===== config.mk =====
export PLATFORM = sky130hd
export DESIGN_NAME = mem_port_arbiter
export DESIGN_NICKNAME = d
export VERILOG_FILES = /design/src/rtl/mem_port_arbiter.sv
export SDC_FILE = /design/constraint.sdc
export NUM_CORES = 1
export LEC_CHECK = 0
export ABC_AREA = 1
export CAP_MARGIN = 10
export CELL_PAD_IN_SITES_DETAIL_PLACEMENT = 0
export CELL_PAD_IN_SITES_GLOBAL_PLACEMENT = 1
export CORE_ASPECT_RATIO = 0.6
export CORE_MARGIN = 8
export CORE_UTILIZATION = 24
export CTS_BUF_LIST = sky130_fd_sc_hd__clkbuf_4 sky130_fd_sc_hd__clkbuf_8 sky130_fd_sc_hd__clkbuf_16
export CTS_CLUSTER_DIAMETER = 40
export DETAILED_ROUTE_END_ITERATION = 10
export PLACE_DENSITY = 0.93
export SYNTH_ARGS = -nofsm -noshare
export SYNTH_HDL_FRONTEND = slang
export SYNTH_SLANG_ARGS = --single-unit

===== constraint.sdc =====
create_clock -name clk -period 3.8 [get_ports clk]
set_input_delay 0.38 -clock clk [delete_from_list [all_inputs] [get_ports clk]]
set_output_delay 0.38 -clock clk [all_outputs]
set_load 0.1 [all_outputs]

===== src/rtl/mem_port_arbiter.sv =====
// Arbitrates the single-port data memory between instruction fetch (I) and load/store (D).
// Optional MEM_ARB_ROUND_ROBIN_EN: alternate grants on ties instead of fixed D-over-I priority.
module mem_port_arbiter #(
    parameter int unsigned ADDRW = 12
) (
    input  logic             clk,
    input  logic             rst_n,
    input  logic             i_req,
    input  logic [ADDRW-1:0] i_addr,
    output logic             i_rsp_valid,
    output logic [31:0]      i_rsp_rdata,
    output logic             i_rsp_err,
    input  logic             d_req,
    input  logic             d_we,
    input  logic [2:0]       d_funct3,
    input  logic [ADDRW-1:0] d_addr,
    input  logic [31:0]      d_wdata,
    output logic             d_rsp_valid,
    output logic [31:0]      d_rsp_rdata,
    output logic             d_rsp_err,
    output logic             mem_we,
    output logic [2:0]       mem_funct3,
    output logic [ADDRW-1:0] mem_addr,
    output logic [31:0]      mem_wdata,
    input  logic [31:0]      mem_rdata,
    output logic             busy
);

    localparam int unsigned DATAW = 32;
    localparam logic        PORT_I = 1'b0;
    localparam logic        PORT_D = 1'b1;
    localparam logic [2:0]  FETCH_FUNCT3 = 3'b010;

    typedef enum logic [1:0] {
        ST_IDLE  = 2'b00,
        ST_ISSUE = 2'b01,
        ST_RESP  = 2'b10
    } state_e;

    state_e             state_q, state_d;
    logic               owner_q, owner_d;
    logic               last_grant_q, last_grant_d;
    logic               we_q, we_d;
    logic               err_q, err_d;
    logic               mem_we_q, mem_we_d;
    logic [2:0]         mem_funct3_q, mem_funct3_d;
    logic [ADDRW-1:0]   mem_addr_q, mem_addr_d;
    logic [DATAW-1:0]   mem_wdata_q, mem_wdata_d;
    logic               i_rsp_valid_q, i_rsp_valid_d;
    logic               d_rsp_valid_q, d_rsp_valid_d;
    logic               i_rsp_err_q, i_rsp_err_d;
    logic               d_rsp_err_q, d_rsp_err_d;

    logic               grant_any_c;
    logic               grant_sel_c;
    logic [ADDRW-1:0]   sel_addr_c;
    logic [2:0]         sel_funct3_c;
    logic               sel_we_c;
    logic [DATAW-1:0]   sel_wdata_c;
    logic               sel_legal_c;
    logic               rsp_rd_c;

    // Winner selection among simultaneous requesters.
    always_comb begin
        grant_any_c = i_req | d_req;
`ifdef MEM_ARB_ROUND_ROBIN_EN
        if (i_req && d_req) begin
            grant_sel_c = (last_grant_q == PORT_I) ? PORT_D : PORT_I;
        end else begin
            grant_sel_c = d_req ? PORT_D : PORT_I;
        end
`else
        grant_sel_c = d_req ? PORT_D : PORT_I;
`endif
    end

    // Request fields of the winner and their alignment check.
    always_comb begin
        sel_addr_c   = (grant_sel_c == PORT_D) ? d_addr : i_addr;
        sel_funct3_c = (grant_sel_c == PORT_D) ? d_funct3 : FETCH_FUNCT3;
        sel_we_c     = (grant_sel_c == PORT_D) & d_we;
        sel_wdata_c  = (grant_sel_c == PORT_D) ? d_wdata : '0;
        case (sel_funct3_c[1:0])
            2'b00:   sel_legal_c = 1'b1;
            2'b01:   sel_legal_c = ~sel_addr_c[0];
            2'b10:   sel_legal_c = (sel_addr_c[1:0] == 2'b00);
            default: sel_legal_c = 1'b0;
        endcase
    end

    // Next-state and registered-output logic.
    always_comb begin
        state_d       = state_q;
        owner_d       = owner_q;
        last_grant_d  = last_grant_q;
        we_d          = we_q;
        err_d         = err_q;
        mem_we_d      = 1'b0;
        mem_funct3_d  = mem_funct3_q;
        mem_addr_d    = mem_addr_q;
        mem_wdata_d   = mem_wdata_q;
        i_rsp_valid_d = 1'b0;
        d_rsp_valid_d = 1'b0;
        i_rsp_err_d   = 1'b0;
        d_rsp_err_d   = 1'b0;

        case (state_q)
            ST_IDLE: begin
                if (grant_any_c) begin
                    owner_d      = grant_sel_c;
                    last_grant_d = grant_sel_c;
                    we_d         = sel_we_c;
                    err_d        = ~sel_legal_c;
                    if (sel_legal_c) begin
                        state_d      = ST_ISSUE;
                        mem_we_d     = sel_we_c;
                        mem_funct3_d = sel_funct3_c;
                        mem_addr_d   = sel_addr_c;
                        mem_wdata_d  = sel_wdata_c;
                    end else begin
                        // Rejected access skips the memory cycle entirely.
                        state_d       = ST_RESP;
                        i_rsp_valid_d = (grant_sel_c == PORT_I);
                        d_rsp_valid_d = (grant_sel_c == PORT_D);
                        i_rsp_err_d   = (grant_sel_c == PORT_I);
                        d_rsp_err_d   = (grant_sel_c == PORT_D);
                    end
                end
            end
            ST_ISSUE: begin
                state_d       = ST_RESP;
                i_rsp_valid_d = (owner_q == PORT_I);
                d_rsp_valid_d = (owner_q == PORT_D);
                i_rsp_err_d   = (owner_q == PORT_I) & err_q;
                d_rsp_err_d   = (owner_q == PORT_D) & err_q;
            end
            ST_RESP: begin
                state_d = ST_IDLE;
            end
            default: begin
                state_d = ST_IDLE;
            end
        endcase
    end

    always_ff @(posedge clk or negedge rst_n) begin
        if (!rst_n) begin
            state_q       <= ST_IDLE;
            owner_q       <= PORT_I;
            last_grant_q  <= PORT_I;
            we_q          <= 1'b0;
            err_q         <= 1'b0;
            mem_we_q      <= 1'b0;
            mem_funct3_q  <= '0;
            mem_addr_q    <= '0;
            mem_wdata_q   <= '0;
            i_rsp_valid_q <= 1'b0;
            d_rsp_valid_q <= 1'b0;
            i_rsp_err_q   <= 1'b0;
            d_rsp_err_q   <= 1'b0;
        end else begin
            state_q       <= state_d;
            owner_q       <= owner_d;
            last_grant_q  <= last_grant_d;
            we_q          <= we_d;
            err_q         <= err_d;
            mem_we_q      <= mem_we_d;
            mem_funct3_q  <= mem_funct3_d;
            mem_addr_q    <= mem_addr_d;
            mem_wdata_q   <= mem_wdata_d;
            i_rsp_valid_q <= i_rsp_valid_d;
            d_rsp_valid_q <= d_rsp_valid_d;
            i_rsp_err_q   <= i_rsp_err_d;
            d_rsp_err_q   <= d_rsp_err_d;
        end
    end

    // Memory read data arrives during RESP, so it is steered straight through.
    assign rsp_rd_c    = (state_q == ST_RESP) & ~err_q & ~we_q;
    assign i_rsp_rdata = (rsp_rd_c && owner_q == PORT_I) ? mem_rdata : '0;
    assign d_rsp_rdata = (rsp_rd_c && owner_q == PORT_D) ? mem_rdata : '0;

    assign i_rsp_valid = i_rsp_valid_q;
    assign d_rsp_valid = d_rsp_valid_q;
    assign i_rsp_err   = i_rsp_err_q;
    assign d_rsp_err   = d_rsp_err_q;
    assign mem_we      = mem_we_q;
    assign mem_funct3  = mem_funct3_q;
    assign mem_addr    = mem_addr_q;
    assign mem_wdata   = mem_wdata_q;
    assign busy        = (state_q != ST_IDLE);

endmodule


==> flow_metrics.env <==
export IMPL_drv_slew=0
export IMPL_relSlewSlack_pct=30.5
export IMPL_clkSlewWorstSetupHoldPaths_ps=50
export IMPL_switching_power_mw=2.45
export IMPL_hold_buffers=0
export IMPL_yosysWarnings=0
export IMPL_ctsResizeCount=0
export IMPL_n_antenna_cell=0
export IMPL_antenna_found_initial=0
export IMPL_yosys_area_share_xor_xnor_pct=0
export IMPL_hp_class="in -> async"
export IMPL_dieArea_mm2=0.0162
export IMPL_yosys_top_cells_area="dfrtp_1 48%, nand2_1 18%, nand4_1 10%, nor2_1 8.9%, inv_1 5.5%"
export IMPL_viasPerCell=4.33
export IMPL_synth_compound_area_share_pct=0.976
export IMPL_synth_top_area_share_pct=48.4
export IMPL_grt_overflow_total=0
export IMPL_first_iter_violations=274
export IMPL_cellLeakagePower_nw=2.76
export IMPL_grt_pass1_wl_um=19400
export IMPL_power_density_mw_per_mm2=813
export IMPL_switching_share_pct=57.0
export IMPL_yosys_area_share_simple_pct=39.5
export IMPL_post_cts_setup_buffers=0
export IMPL_vdd_drop_max_mv=0.595
export IMPL_die_w_um=159
export IMPL_drive_above_1_share_pct=15.2
export IMPL_drt_total_wl_um=12300
export IMPL_cap_viol_max_count=0
export IMPL_via_count=3359
export IMPL_avgSynthCellArea_um2=7.30
export IMPL_final_util_pct=43.9
export IMPL_std_cell_rows=31
export IMPL_combPwrFrac_pct=60.6
export IMPL_period_share_pct=75.2
export IMPL_fin_nets=701
export IMPL_ant_nets=0
export IMPL_synth_edf_count=0
export IMPL_fmax_mhz=350
export IMPL_rsz0062_at_grt="no"
export IMPL_core_area_mm2=0.0120
export IMPL_area_delta_synth_final_pct=79.2
export IMPL_yosys_area_top_type="dfrtp_1"
export IMPL_initial_utilization_pct=24.5
export IMPL_synth_most_common_cell="nand2_1"
export IMPL_synth_mux_area_fraction_pct=0
export IMPL_period_needed_ps=2860
export IMPL_cts_buffers=9
export IMPL_ys_async_sr_fraction_pct=100
export IMPL_dp_hpwl_um=9690
export IMPL_cts_root_buf="clkbuf_16"
export IMPL_crit_arrival_ps=2480
export IMPL_tns_ps=0
export IMPL_gp_congestion=0.922
export IMPL_criticalPathCategory="reg -> out"
export IMPL_io_buffers=212
export IMPL_remaining_drc_errors=0
export IMPL_grt_max_degree=58
export IMPL_final_hold_violation_count=0
export IMPL_grt_pass1_vias=3614
export IMPL_synth_top_family_by_area="simple AND/OR/NAND/NOR gates"
export IMPL_setup_viol=0
export IMPL_tightestPinTransition_ps=1040
export IMPL_critPathRequiredTime_ps=3420
export IMPL_clock_latency_ps=330
export IMPL_p_seq_share_pct=21.8
export IMPL_synth_common_cells="144 x nand2_1, 70 x nor2_1, 57 x dfrtp_1"
export IMPL_outcome="completed"
export IMPL_grt_use_total_pct=15.0
export IMPL_synth_net_count=500
export IMPL_crit_path_end_kind="output port"
export IMPL_critPathLaunchType="register"
export IMPL_h_tree_depth=3
export IMPL_cts_sinks=57
export IMPL_synth_cell_types=22
export IMPL_first_pass_iters=4
export IMPL_io_pins=213
export IMPL_nFillCells=1187
export IMPL_path_max_fanout=32
export IMPL_ys_flop_type="dfrtp_1"
export IMPL_wl_per_cell_um=15.9
export IMPL_yosysSeqAreaShare_pct=48.4
export IMPL_cts_tree="done"
export IMPL_p_clk_share_pct=17.6
export IMPL_cts_max_path_buffers=2
export IMPL_die_height_um=102
export IMPL_ys_ff_latch=57
export IMPL_synthAdderAreaFrac_pct=0
export IMPL_p_int_mw=1.85
export IMPL_syn_area_mm2=0.00295
export IMPL_synthCells=404
export IMPL_clock_skew_final_ps=7.84
## cell type report
cell class | instances | area, um^2 | area share (%)
multi-input cells | 275 | 1200 | 22.7
flip-flops and latches | 57 | 1430 | 27.0
clock buffers | 13 | 268 | 5.07
repair buffers | 218 | 2000 | 37.9
clock inverters | 3 | 15.0 | 0.284
inverters | 44 | 165 | 3.13
well taps | 165 | 206 | 3.91
## kinds of logic (layout without fill, tap and decap cells)
| kind of cell | count (synthesis) | in the layout |
|---|---|---|
| AO/OA/AOI/OAI | 4 | 4 |
| buffers and inverters | 72 | 278 |
| flip-flops | 57 | 57 |
| AND/OR/NAND/NOR | 271 | 271 |
## final timing paths
check                                       endpoint  cells past startpoint                 startpoint  slack (ps)
setup / recovery                     d_rsp_rdata[15]                      4          err_q$_DFFE_PN0P_         940
hold / removal              mem_wdata[3]$_DFFE_PN0P_                      2                      rst_n         210
max in group asynchronous  mem_wdata[30]$_DFFE_PN0P_                      2                      rst_n        3110
setup reg to reg           mem_wdata[16]$_DFFE_PN0P_                      6     state_q[1]$_DFFE_PN0P_        1830
hold reg to reg            mem_wdata[10]$_DFFE_PN0P_                      2  mem_wdata[10]$_DFFE_PN0P_         470
min in group clk           mem_wdata[10]$_DFFE_PN0P_                      2  mem_wdata[10]$_DFFE_PN0P_         470
## critical path, cell delays in order, from the launching register on
cell	delay, ps
dfrtp_1	410
nor4_1	400
nand2_1	670
nor2_1	330
buf_4	340
## per-stage QoR
| step | worst slack [ps] | instance area [um^2] | cells | hold slack (ps) | power [mW] |
|---|---|---|---|---|---|
| 2_1_floorplan | 1070 | 2950 | 404 | 84.4 | 2.86 |
| 3_3_place_gp | 1160 | 5000 | 759 | 454 | 3.54 |
| 3_5_place_dp | 1040 | 5000 | 759 | 459 | 3.56 |
| 4_1_cts | 934 | 5280 | 775 | 231 | 4.34 |
| 5_1_grt | 598 | 5280 | 775 | 280 | 4.47 |
| 6_report | 944 | 5280 | 775 | 210 | 4.30 |
## routing by layer
layer / share of wire, % / track usage, % / up-vias / wire (um)
li1: - / - / 1658 / -
met1: 42 / 17.0 / 1541 / 5210
met2: 47 / 25.1 / 146 / 5790
met3: 9.8 / 7.24 / 14 / 1210
met4: 1.2 / 4.11 / 0 / 145
met5: 0 / 0 / - / 0
## power groups by stage
stage	clock network (mW)	registers [mW]	logic [mW]
after floorplan	0	2.34	0.527
after global placement	0	0.932	2.60
after detailed placement	0	0.945	2.61
after CTS	0.780	0.941	2.62
after global routing	0.802	0.965	2.70
final	0.757	0.937	2.60
## cell usage in the layout, fill, tap and decap left out, types with 2 or more instances in the layout
master           synthesis  routed
dfrtp_1                 57      57
inv_1                   43      43
clkbuf_8                 0       2
nand2_1                144     144
nand4_1                 47      47
clkdlybuf4s50_1          0     147
clkbuf_16                0       9
nand3_1                  3       3
buf_4                    2      70
clkinv_2                 0       3
clkbuf_4                 0       2
nor2_1                  70      70
## flip-flops by register name (all words and copies together) (netlist names), 2 cells and up
| name | count |
|---|---|
| state_q | 2 |
| mem_addr | 12 |
| mem_funct3 | 3 |
| mem_wdata | 32 |
(Power assumes the default switching activity.)
